$ cat src/rtl/mips_ctrl_pkg.sv
// Shared constants for the multi-cycle MIPS control unit: opcodes, ALU
// operation codes, state encodings, datapath select values and the
// control word that the output decoder hands back to the FSM.
package mips_ctrl_pkg;

  localparam logic [5:0] OP_RTYPE = 6'b000000;
  localparam logic [5:0] OP_ADDI  = 6'b001000;
  localparam logic [5:0] OP_ANDI  = 6'b001100;
  localparam logic [5:0] OP_ORI   = 6'b001101;
  localparam logic [5:0] OP_SLTI  = 6'b001010;
  localparam logic [5:0] OP_LW    = 6'b100011;
  localparam logic [5:0] OP_SW    = 6'b101011;
  localparam logic [5:0] OP_BEQ   = 6'b000100;
  localparam logic [5:0] OP_J     = 6'b000010;

  localparam logic [2:0] ALU_RFUNCT = 3'b001;
  localparam logic [2:0] ALU_ADD    = 3'b110;
  localparam logic [2:0] ALU_AND    = 3'b011;
  localparam logic [2:0] ALU_OR     = 3'b100;
  localparam logic [2:0] ALU_SLT    = 3'b010;
  localparam logic [2:0] ALU_SUB    = 3'b101;

  localparam logic [3:0] S_FETCH     = 4'd0;
  localparam logic [3:0] S_DECODE    = 4'd1;
  localparam logic [3:0] S_MEM_ADDR  = 4'd2;
  localparam logic [3:0] S_MEM_READ  = 4'd3;
  localparam logic [3:0] S_MEM_WB    = 4'd4;
  localparam logic [3:0] S_MEM_WRITE = 4'd5;
  localparam logic [3:0] S_R_EXEC    = 4'd6;
  localparam logic [3:0] S_R_WB      = 4'd7;
  localparam logic [3:0] S_BRANCH    = 4'd8;
  localparam logic [3:0] S_JUMP      = 4'd9;
  localparam logic [3:0] S_I_EXEC    = 4'd10;
  localparam logic [3:0] S_I_WB      = 4'd11;
  localparam logic [3:0] S_TRAP      = 4'd12;

  localparam logic [1:0] SRCB_B       = 2'b00;
  localparam logic [1:0] SRCB_FOUR    = 2'b01;
  localparam logic [1:0] SRCB_IMM     = 2'b10;
  localparam logic [1:0] SRCB_IMM_SH2 = 2'b11;

  localparam logic [1:0] PCSRC_ALU    = 2'b00;
  localparam logic [1:0] PCSRC_ALUOUT = 2'b01;
  localparam logic [1:0] PCSRC_JUMP   = 2'b10;

  typedef struct packed {
    logic       pcWrite;
    logic       pcWriteCond;
    logic       iorD;
    logic       memRead;
    logic       memWrite;
    logic       irWrite;
    logic       memToReg;
    logic       regDst;
    logic       regWrite;
    logic       aluSrcA;
    logic [1:0] aluSrcB;
    logic [2:0] aluOp;
    logic [1:0] pcSource;
    logic       finInstr;
  } ctrlWord_t;

  // States that wait on the memory handshake and run the timeout counter.
  function automatic logic isMemState(input logic [3:0] s);
    return (s == S_FETCH) || (s == S_MEM_READ) || (s == S_MEM_WRITE);
  endfunction

endpackage

$ cat src/rtl/deco_salidas_estado.sv
// Combinational control-word decoder: maps the current state, the latched
// opcode and the memory handshake to every datapath select and strobe.
// Ports:
//   estado   - current FSM state
//   opQ      - opcode captured in DECODE
//   memReady - memory completes the current access this cycle
//   ctrl     - full control word (strobes not yet reset-gated)
module deco_salidas_estado
  import mips_ctrl_pkg::*;
(
  input  logic [3:0] estado,
  input  logic [5:0] opQ,
  input  logic       memReady,
  output ctrlWord_t  ctrl
);

  always_comb begin
    ctrl = '0;
    case (estado)
      S_FETCH: begin
        ctrl.memRead  = 1'b1;
        ctrl.aluSrcB  = SRCB_FOUR;
        ctrl.aluOp    = ALU_ADD;
        ctrl.irWrite  = memReady;
        ctrl.pcWrite  = memReady;
      end
      S_DECODE: begin
        // Branch target is computed speculatively into ALUOut here.
        ctrl.aluSrcB = SRCB_IMM_SH2;
        ctrl.aluOp   = ALU_ADD;
      end
      S_MEM_ADDR: begin
        ctrl.aluSrcA = 1'b1;
        ctrl.aluSrcB = SRCB_IMM;
        ctrl.aluOp   = ALU_ADD;
      end
      S_MEM_READ: begin
        ctrl.memRead = 1'b1;
        ctrl.iorD    = 1'b1;
      end
      S_MEM_WB: begin
        ctrl.memToReg = 1'b1;
        ctrl.regWrite = 1'b1;
        ctrl.finInstr = 1'b1;
      end
      S_MEM_WRITE: begin
        ctrl.memWrite = 1'b1;
        ctrl.iorD     = 1'b1;
        ctrl.finInstr = memReady;
      end
      S_R_EXEC: begin
        ctrl.aluSrcA = 1'b1;
        ctrl.aluSrcB = SRCB_B;
        ctrl.aluOp   = ALU_RFUNCT;
      end
      S_R_WB: begin
        ctrl.regDst   = 1'b1;
        ctrl.regWrite = 1'b1;
        ctrl.finInstr = 1'b1;
      end
      S_BRANCH: begin
        ctrl.aluSrcA     = 1'b1;
        ctrl.aluSrcB     = SRCB_B;
        ctrl.aluOp       = ALU_SUB;
        ctrl.pcWriteCond = 1'b1;
        ctrl.pcSource    = PCSRC_ALUOUT;
        ctrl.finInstr    = 1'b1;
      end
      S_JUMP: begin
        ctrl.pcWrite  = 1'b1;
        ctrl.pcSource = PCSRC_JUMP;
        ctrl.finInstr = 1'b1;
      end
      S_I_EXEC: begin
        ctrl.aluSrcA = 1'b1;
        ctrl.aluSrcB = SRCB_IMM;
        case (opQ)
          OP_ANDI: ctrl.aluOp = ALU_AND;
          OP_ORI:  ctrl.aluOp = ALU_OR;
          OP_SLTI: ctrl.aluOp = ALU_SLT;
          default: ctrl.aluOp = ALU_ADD;
        endcase
      end
      S_I_WB: begin
        ctrl.regWrite = 1'b1;
        ctrl.finInstr = 1'b1;
      end
      default: ;
    endcase
  end

endmodule

$ cat src/rtl/unidad_control_multiciclo.sv
// Multi-cycle MIPS control unit: sequences the shared memory/ALU datapath,
// stalls on the memory handshake, traps on unsupported opcodes or memory
// timeouts, and counts retired instructions.
// Ports:
//   clk, rst            - clock, synchronous active-high reset
//   op, mem_ready       - IR opcode field, memory access done
//   PCWrite..PCSource   - datapath selects and write strobes
//   estado              - current state (debug)
//   fin_instr           - last cycle of each instruction
//   excepcion           - sticky trap flag
//   instr_count         - retired instruction count (wraps)
//
// state       | meaning
// ------------+------------------------------------------------
// FETCH   0   | read instruction at PC, PC+4 -> PC on ready
// DECODE  1   | latch opcode, branch target -> ALUOut
// MEM_ADDR 2  | A + imm -> ALUOut
// MEM_READ 3  | read data memory at ALUOut
// MEM_WB  4   | MDR -> rt
// MEM_WRITE 5 | write B to memory at ALUOut
// R_EXEC  6   | A funct B
// R_WB    7   | ALUOut -> rd
// BRANCH  8   | A - B, load PC from ALUOut if zero
// JUMP    9   | load jump target
// I_EXEC  10  | A op imm
// I_WB    11  | ALUOut -> rt
// TRAP    12  | halted, only rst leaves
module unidad_control_multiciclo
  import mips_ctrl_pkg::*;
#(
  parameter int CNT_W    = 32,
  parameter int WAIT_MAX = 255
) (
  input  logic             clk,
  input  logic             rst,
  input  logic [5:0]       op,
  input  logic             mem_ready,
  output logic             PCWrite,
  output logic             PCWriteCond,
  output logic             IorD,
  output logic             MemRead,
  output logic             MemWrite,
  output logic             IRWrite,
  output logic             MemToReg,
  output logic             RegDst,
  output logic             RegWrite,
  output logic             AluSrcA,
  output logic [1:0]       AluSrcB,
  output logic [2:0]       AluOp,
  output logic [1:0]       PCSource,
  output logic [3:0]       estado,
  output logic             fin_instr,
  output logic             excepcion,
  output logic [CNT_W-1:0] instr_count
);

  localparam int WAIT_W = (WAIT_MAX < 2) ? 1 : $clog2(WAIT_MAX + 1);

  logic [3:0]        state;
  logic [3:0]        stateNext;
  logic [5:0]        opQ;
  logic [WAIT_W-1:0] waitCnt;
  logic              timeout;
  ctrlWord_t         ctrl;

  deco_salidas_estado uDeco (
    .estado   (state),
    .opQ      (opQ),
    .memReady (mem_ready),
    .ctrl     (ctrl)
  );

  // Trap when this stall cycle would take the count up to WAIT_MAX; a ready
  // on that same cycle still completes the access.
  assign timeout = (WAIT_MAX != 0) && !mem_ready && isMemState(state) &&
                   (waitCnt == WAIT_W'(WAIT_MAX - 1));

  always_comb begin
    stateNext = state;
    case (state)
      S_FETCH: begin
        if (mem_ready)    stateNext = S_DECODE;
        else if (timeout) stateNext = S_TRAP;
      end
      S_DECODE: begin
        case (op)
          OP_LW, OP_SW:                     stateNext = S_MEM_ADDR;
          OP_RTYPE:                         stateNext = S_R_EXEC;
          OP_BEQ:                           stateNext = S_BRANCH;
          OP_J:                             stateNext = S_JUMP;
          OP_ADDI, OP_ANDI, OP_ORI, OP_SLTI: stateNext = S_I_EXEC;
          default:                          stateNext = S_TRAP;
        endcase
      end
      S_MEM_ADDR: stateNext = (opQ == OP_LW) ? S_MEM_READ : S_MEM_WRITE;
      S_MEM_READ: begin
        if (mem_ready)    stateNext = S_MEM_WB;
        else if (timeout) stateNext = S_TRAP;
      end
      S_MEM_WRITE: begin
        if (mem_ready)    stateNext = S_FETCH;
        else if (timeout) stateNext = S_TRAP;
      end
      S_MEM_WB, S_R_WB, S_BRANCH, S_JUMP, S_I_WB: stateNext = S_FETCH;
      S_R_EXEC:  stateNext = S_R_WB;
      S_I_EXEC:  stateNext = S_I_WB;
      S_TRAP:    stateNext = S_TRAP;
      default:   stateNext = S_TRAP;
    endcase
  end

  always_ff @(posedge clk) begin
    if (rst) begin
      state       <= S_FETCH;
      opQ         <= '0;
      waitCnt     <= '0;
      instr_count <= '0;
      excepcion   <= 1'b0;
    end else begin
      state <= stateNext;
      if (state == S_DECODE) opQ <= op;
      // Any state change restarts the count, so every memory state is
      // entered with a clean counter.
      if (stateNext != state)
        waitCnt <= '0;
      else if (isMemState(state) && !mem_ready)
        waitCnt <= waitCnt + WAIT_W'(1);
      if (ctrl.finInstr) instr_count <= instr_count + CNT_W'(1);
      if (stateNext == S_TRAP) excepcion <= 1'b1;
    end
  end

  assign PCWrite     = ctrl.pcWrite     & ~rst;
  assign PCWriteCond = ctrl.pcWriteCond & ~rst;
  assign MemRead     = ctrl.memRead     & ~rst;
  assign MemWrite    = ctrl.memWrite    & ~rst;
  assign IRWrite     = ctrl.irWrite     & ~rst;
  assign RegWrite    = ctrl.regWrite    & ~rst;
  assign fin_instr   = ctrl.finInstr    & ~rst;
  assign IorD        = ctrl.iorD;
  assign MemToReg    = ctrl.memToReg;
  assign RegDst      = ctrl.regDst;
  assign AluSrcA     = ctrl.aluSrcA;
  assign AluSrcB     = ctrl.aluSrcB;
  assign AluOp       = ctrl.aluOp;
  assign PCSource    = ctrl.pcSource;
  assign estado      = state;

endmodule

$ cat config.mk
export PLATFORM = sky130hd
export DESIGN_NAME = unidad_control_multiciclo
export DESIGN_NICKNAME = d
export VERILOG_FILES = /design/src/rtl/mips_ctrl_pkg.sv /design/src/rtl/deco_salidas_estado.sv /design/src/rtl/unidad_control_multiciclo.sv
export SDC_FILE = /design/constraint.sdc
export NUM_CORES = 1
export LEC_CHECK = 0
export ABC_CLOCK_PERIOD_IN_PS = 4900
export CORE_ASPECT_RATIO = 1.1
export CORE_MARGIN = 3
export CORE_UTILIZATION = 55
export CTS_CLUSTER_SIZE = 8
export DETAILED_ROUTE_END_ITERATION = 7
export PLACE_DENSITY = 0.83
export SLEW_MARGIN = 20
export SYNTH_ARGS = -nofsm -noshare
export SYNTH_HDL_FRONTEND = slang
export SYNTH_HIERARCHICAL = 1
export SYNTH_SLANG_ARGS = --single-unit
export TNS_END_PERCENT = 100
$ cat constraint.sdc
create_clock -name clk -period 4.9 [get_ports clk]
set_clock_uncertainty 0.1 [all_clocks]
set_input_delay 0.98 -clock clk [delete_from_list [all_inputs] [get_ports clk]]
set_output_delay 0.98 -clock clk [all_outputs]
set_load 0.1 [all_outputs]
==> flow_summary.json <==
{
  "cts_setup_buffers": 0,
  "hold_buffers": 0,
  "whs_path_depth": 2,
  "antenna_found_initial": 0,
  "seq_area_sq_um": 1021,
  "final_antenna_net_count": 0,
  "grt_overflow": 0,
  "gp_congestion": 0.8851,
  "cp-startpoint": "mem_ready",
  "finalCriticalPeriod_ns": 3.782,
  "clockBufferDepth": 2,
  "die_x_um": 75.27,
  "ctsResizeCount": 0,
  "crit_arrival_ns": 2.70,
  "coreArea_sq_um": 5067,
  "r2r_cells": 9,
  "numCtsBuffers": 5,
  "multiInputGateArea_sq_um": 1765,
  "synth-seq-cells": 51,
  "status": "finished, final reports clean",
  "worst_pin_slew_ns": 0.9938,
  "crit_required_ns": 3.82,
  "timing.rr.end": "instr_count[23]",
  "r2r_slack_ns": 1.60,
  "die_height_um": 82.20,
  "drt-wirelength-per-cell_um": 14.33,
  "slew_headroom_pct": 33.54,
  "synth_fp_nets": 369,
  "drc_errors": 0,
  "clockRootBuffer": "clkbuf_8",
  "avgSynthCellArea_sq_um": 8.131,
  "area_growth_pct": 24.96,
  "slew_violations": 0,
  "post_route_cells_drive_above_1_share_pct": 9.709,
  "post-route-period-util_pct": 77.19,
  "vias_per_cell": 5.715,
  "rsz0062_at_grt": "false",
  "critPathLaunchType": "input pin",
  "nets": 423,
  "grt_max_degree": 51,
  "drtPass1Iterations": 4,
  "yosysSeqAreaShare_pct": 35.17,
  "clock-sinks": 51,
  "row_count": 27,
  "grt_usage_pct": 22.71,
  "grt_pass1_vias": 2442,
  "synth_cell_types": 57,
  "crit_path_max_fanout": 12,
  "power.density_nw_per_um2": 253.7,
  "drt_iter0_markers": 205,
  "drt_wl_total_mm": 6.736,
  "maxCapViolations": 0,
  "finalSetupTns_ns": 0,
  "endpoint_kind": "output port",
  "nFillCells": 421,
  "clk_latency_ns": 0.31,
  "synthArstFlopShare_pct": 0,
  "whs_endpoint": "excepcion",
  "grt_pass1_wl_mm": 11.07,
  "ios": 64,
  "cts_tree": "yes",
  "hpwlAfterDp_mm": 4.743,
  "holdCritStartpoint": "excepcion",
  "path_clk_slew_ns": 0.09,
  "synthCells": 357,
  "io_buffers": 63,
  "synth_edf_count": 0,
  "power_uw": 920.2,
  "mostFrequentLayoutCells": "58 x nor2_1, 54 x clkdlybuf4s50_1, 51 x dfxtp_1",
  "diodes": 0,
  "die-area_sq_um": 6186,
  "ir_drop_mv": 0.1648,
  "worstSetupPathType": "in -> out",
  "setup_viol": 0,
  "hold_class": "reg -> reg",
  "hold_viol": 0,
  "max_freq_mhz": 264.4,
  "dr_total_vias": 2686,
  "r2r_start": "estado[2]",
  "htree_num_levels": 2,
  "synth_ff_type": "dfxtp_1",
  "power.leakage_nw": 1.236,
  "start_util_pct": 57.28,
  "finish.utilization_pct": 71.58,
  "yosysWarnings": 6,
  "syn-cell-area_sq_um": 2903,
  "final_common_cell": "nor2_1"
}
## metrics by stage
stage | setup WS [ns] | hold slack, ns | instance area (sq um) | instances
after floorplan | 0.08250 | 0.3576 | 2917 | 357
after global placement | 1.010 | 0.3597 | 3528 | 462
after detailed placement | 0.8982 | 0.3539 | 3528 | 462
after CTS | 1.104 | 0.3876 | 3627 | 470
after global routing | 0.9657 | 0.4214 | 3627 | 470
final | 1.118 | 0.3850 | 3627 | 470
## sequential cells by signal, indices dropped and copies added, names as in the netlist
name,cells
estado,4
instr_count,32
opQ,6
waitCnt,8
excepcion,1
## cell families (layout without fill, tap and decap cells)
kind of cell | after synthesis | in the layout | share of synthesized area, %
DFF | 51 | 51 | 35.17
muxes | 2 | 2 | 0.7327
adders and majority gates | 3 | 3 | 1.293
AOI/OAI and AO/OA | 45 | 45 | 11.85
xor gates and xnor gates | 41 | 41 | 12.37
buffers and inverters | 28 | 83 | 4.483
and+or+nand+nor | 187 | 187 | 34.09
## final cells by class
type | instances | area share (%)
sequential | 51 | 28.15
clock buffer | 6 | 2.277
clock inverter | 2 | 0.4484
tap | 58 | 2.001
inverter | 7 | 0.7244
multi-input combinational | 278 | 48.67
timing repair buffer | 68 | 17.73
## critical path, cell delays in order
cell and delay, ns:
clkdlybuf4s50_1 0.69, o21bai_1 0.12, a21oi_1 0.42, nor2b_1 0.19, buf_4 0.30
## power breakdown
part	internal (mW)	leakage [nW]	switching [mW]
combinational	0.0654	0.777	0.159
clock	0.116	0.0474	0.146
sequential	0.422	0.412	0.0128
total	0.603	1.24	0.318
## Yosys cell counts (3+ instances only)
cell / count / area share (%)
nor2_1: 58 / 7.5
dfxtp_1: 51 / 35
nand2_1: 38 / 4.9
xor2_1: 24 / 7.2
xnor2_1: 17 / 5.1
a21oi_1: 16 / 2.8
nand3_1: 13 / 2.2
clkbuf_1: 12 / 1.6
nor3_1: 11 / 1.9
nor2b_1: 10 / 2.2
nand4_1: 8 / 1.7
and3_1: 7 / 1.5
inv_1: 7 / 0.91
nand2b_1: 7 / 1.5
and4_1: 6 / 1.8
o21ai_0: 6 / 1.0
buf_2: 4 / 0.69
nor3b_1: 4 / 1.0
nor4_1: 4 / 0.86
nor4b_1: 4 / 1.2
ha_1: 3 / 1.3
## worst max-delay path by stage
stage | end | slack [ns] | cells past startpoint
2_1_floorplan | IorD | 0.08 | 3
3_5_place_dp | instr_count[23] | 0.90 | 9
5_1_grt | RegWrite | 0.97 | 4
3_3_place_gp | instr_count[23] | 1.01 | 9
4_1_cts | fin_instr | 1.10 | 5
6_report | fin_instr | 1.12 | 5
## metal layers
layer / GRT usage [%] / up-vias / part of all wire [%] / wire [um]
met4: 6.818 / 0 / 1.4 / 97
met2: 38.85 / 73 / 47 / 3138
li1: - / 1338 / - / -
met3: 4.600 / 10 / 5.2 / 351
met1: 28.62 / 1265 / 47 / 3148
met5: 0 / - / 0 / 0
No activity file was read; power rests on OpenSTA's default activity.
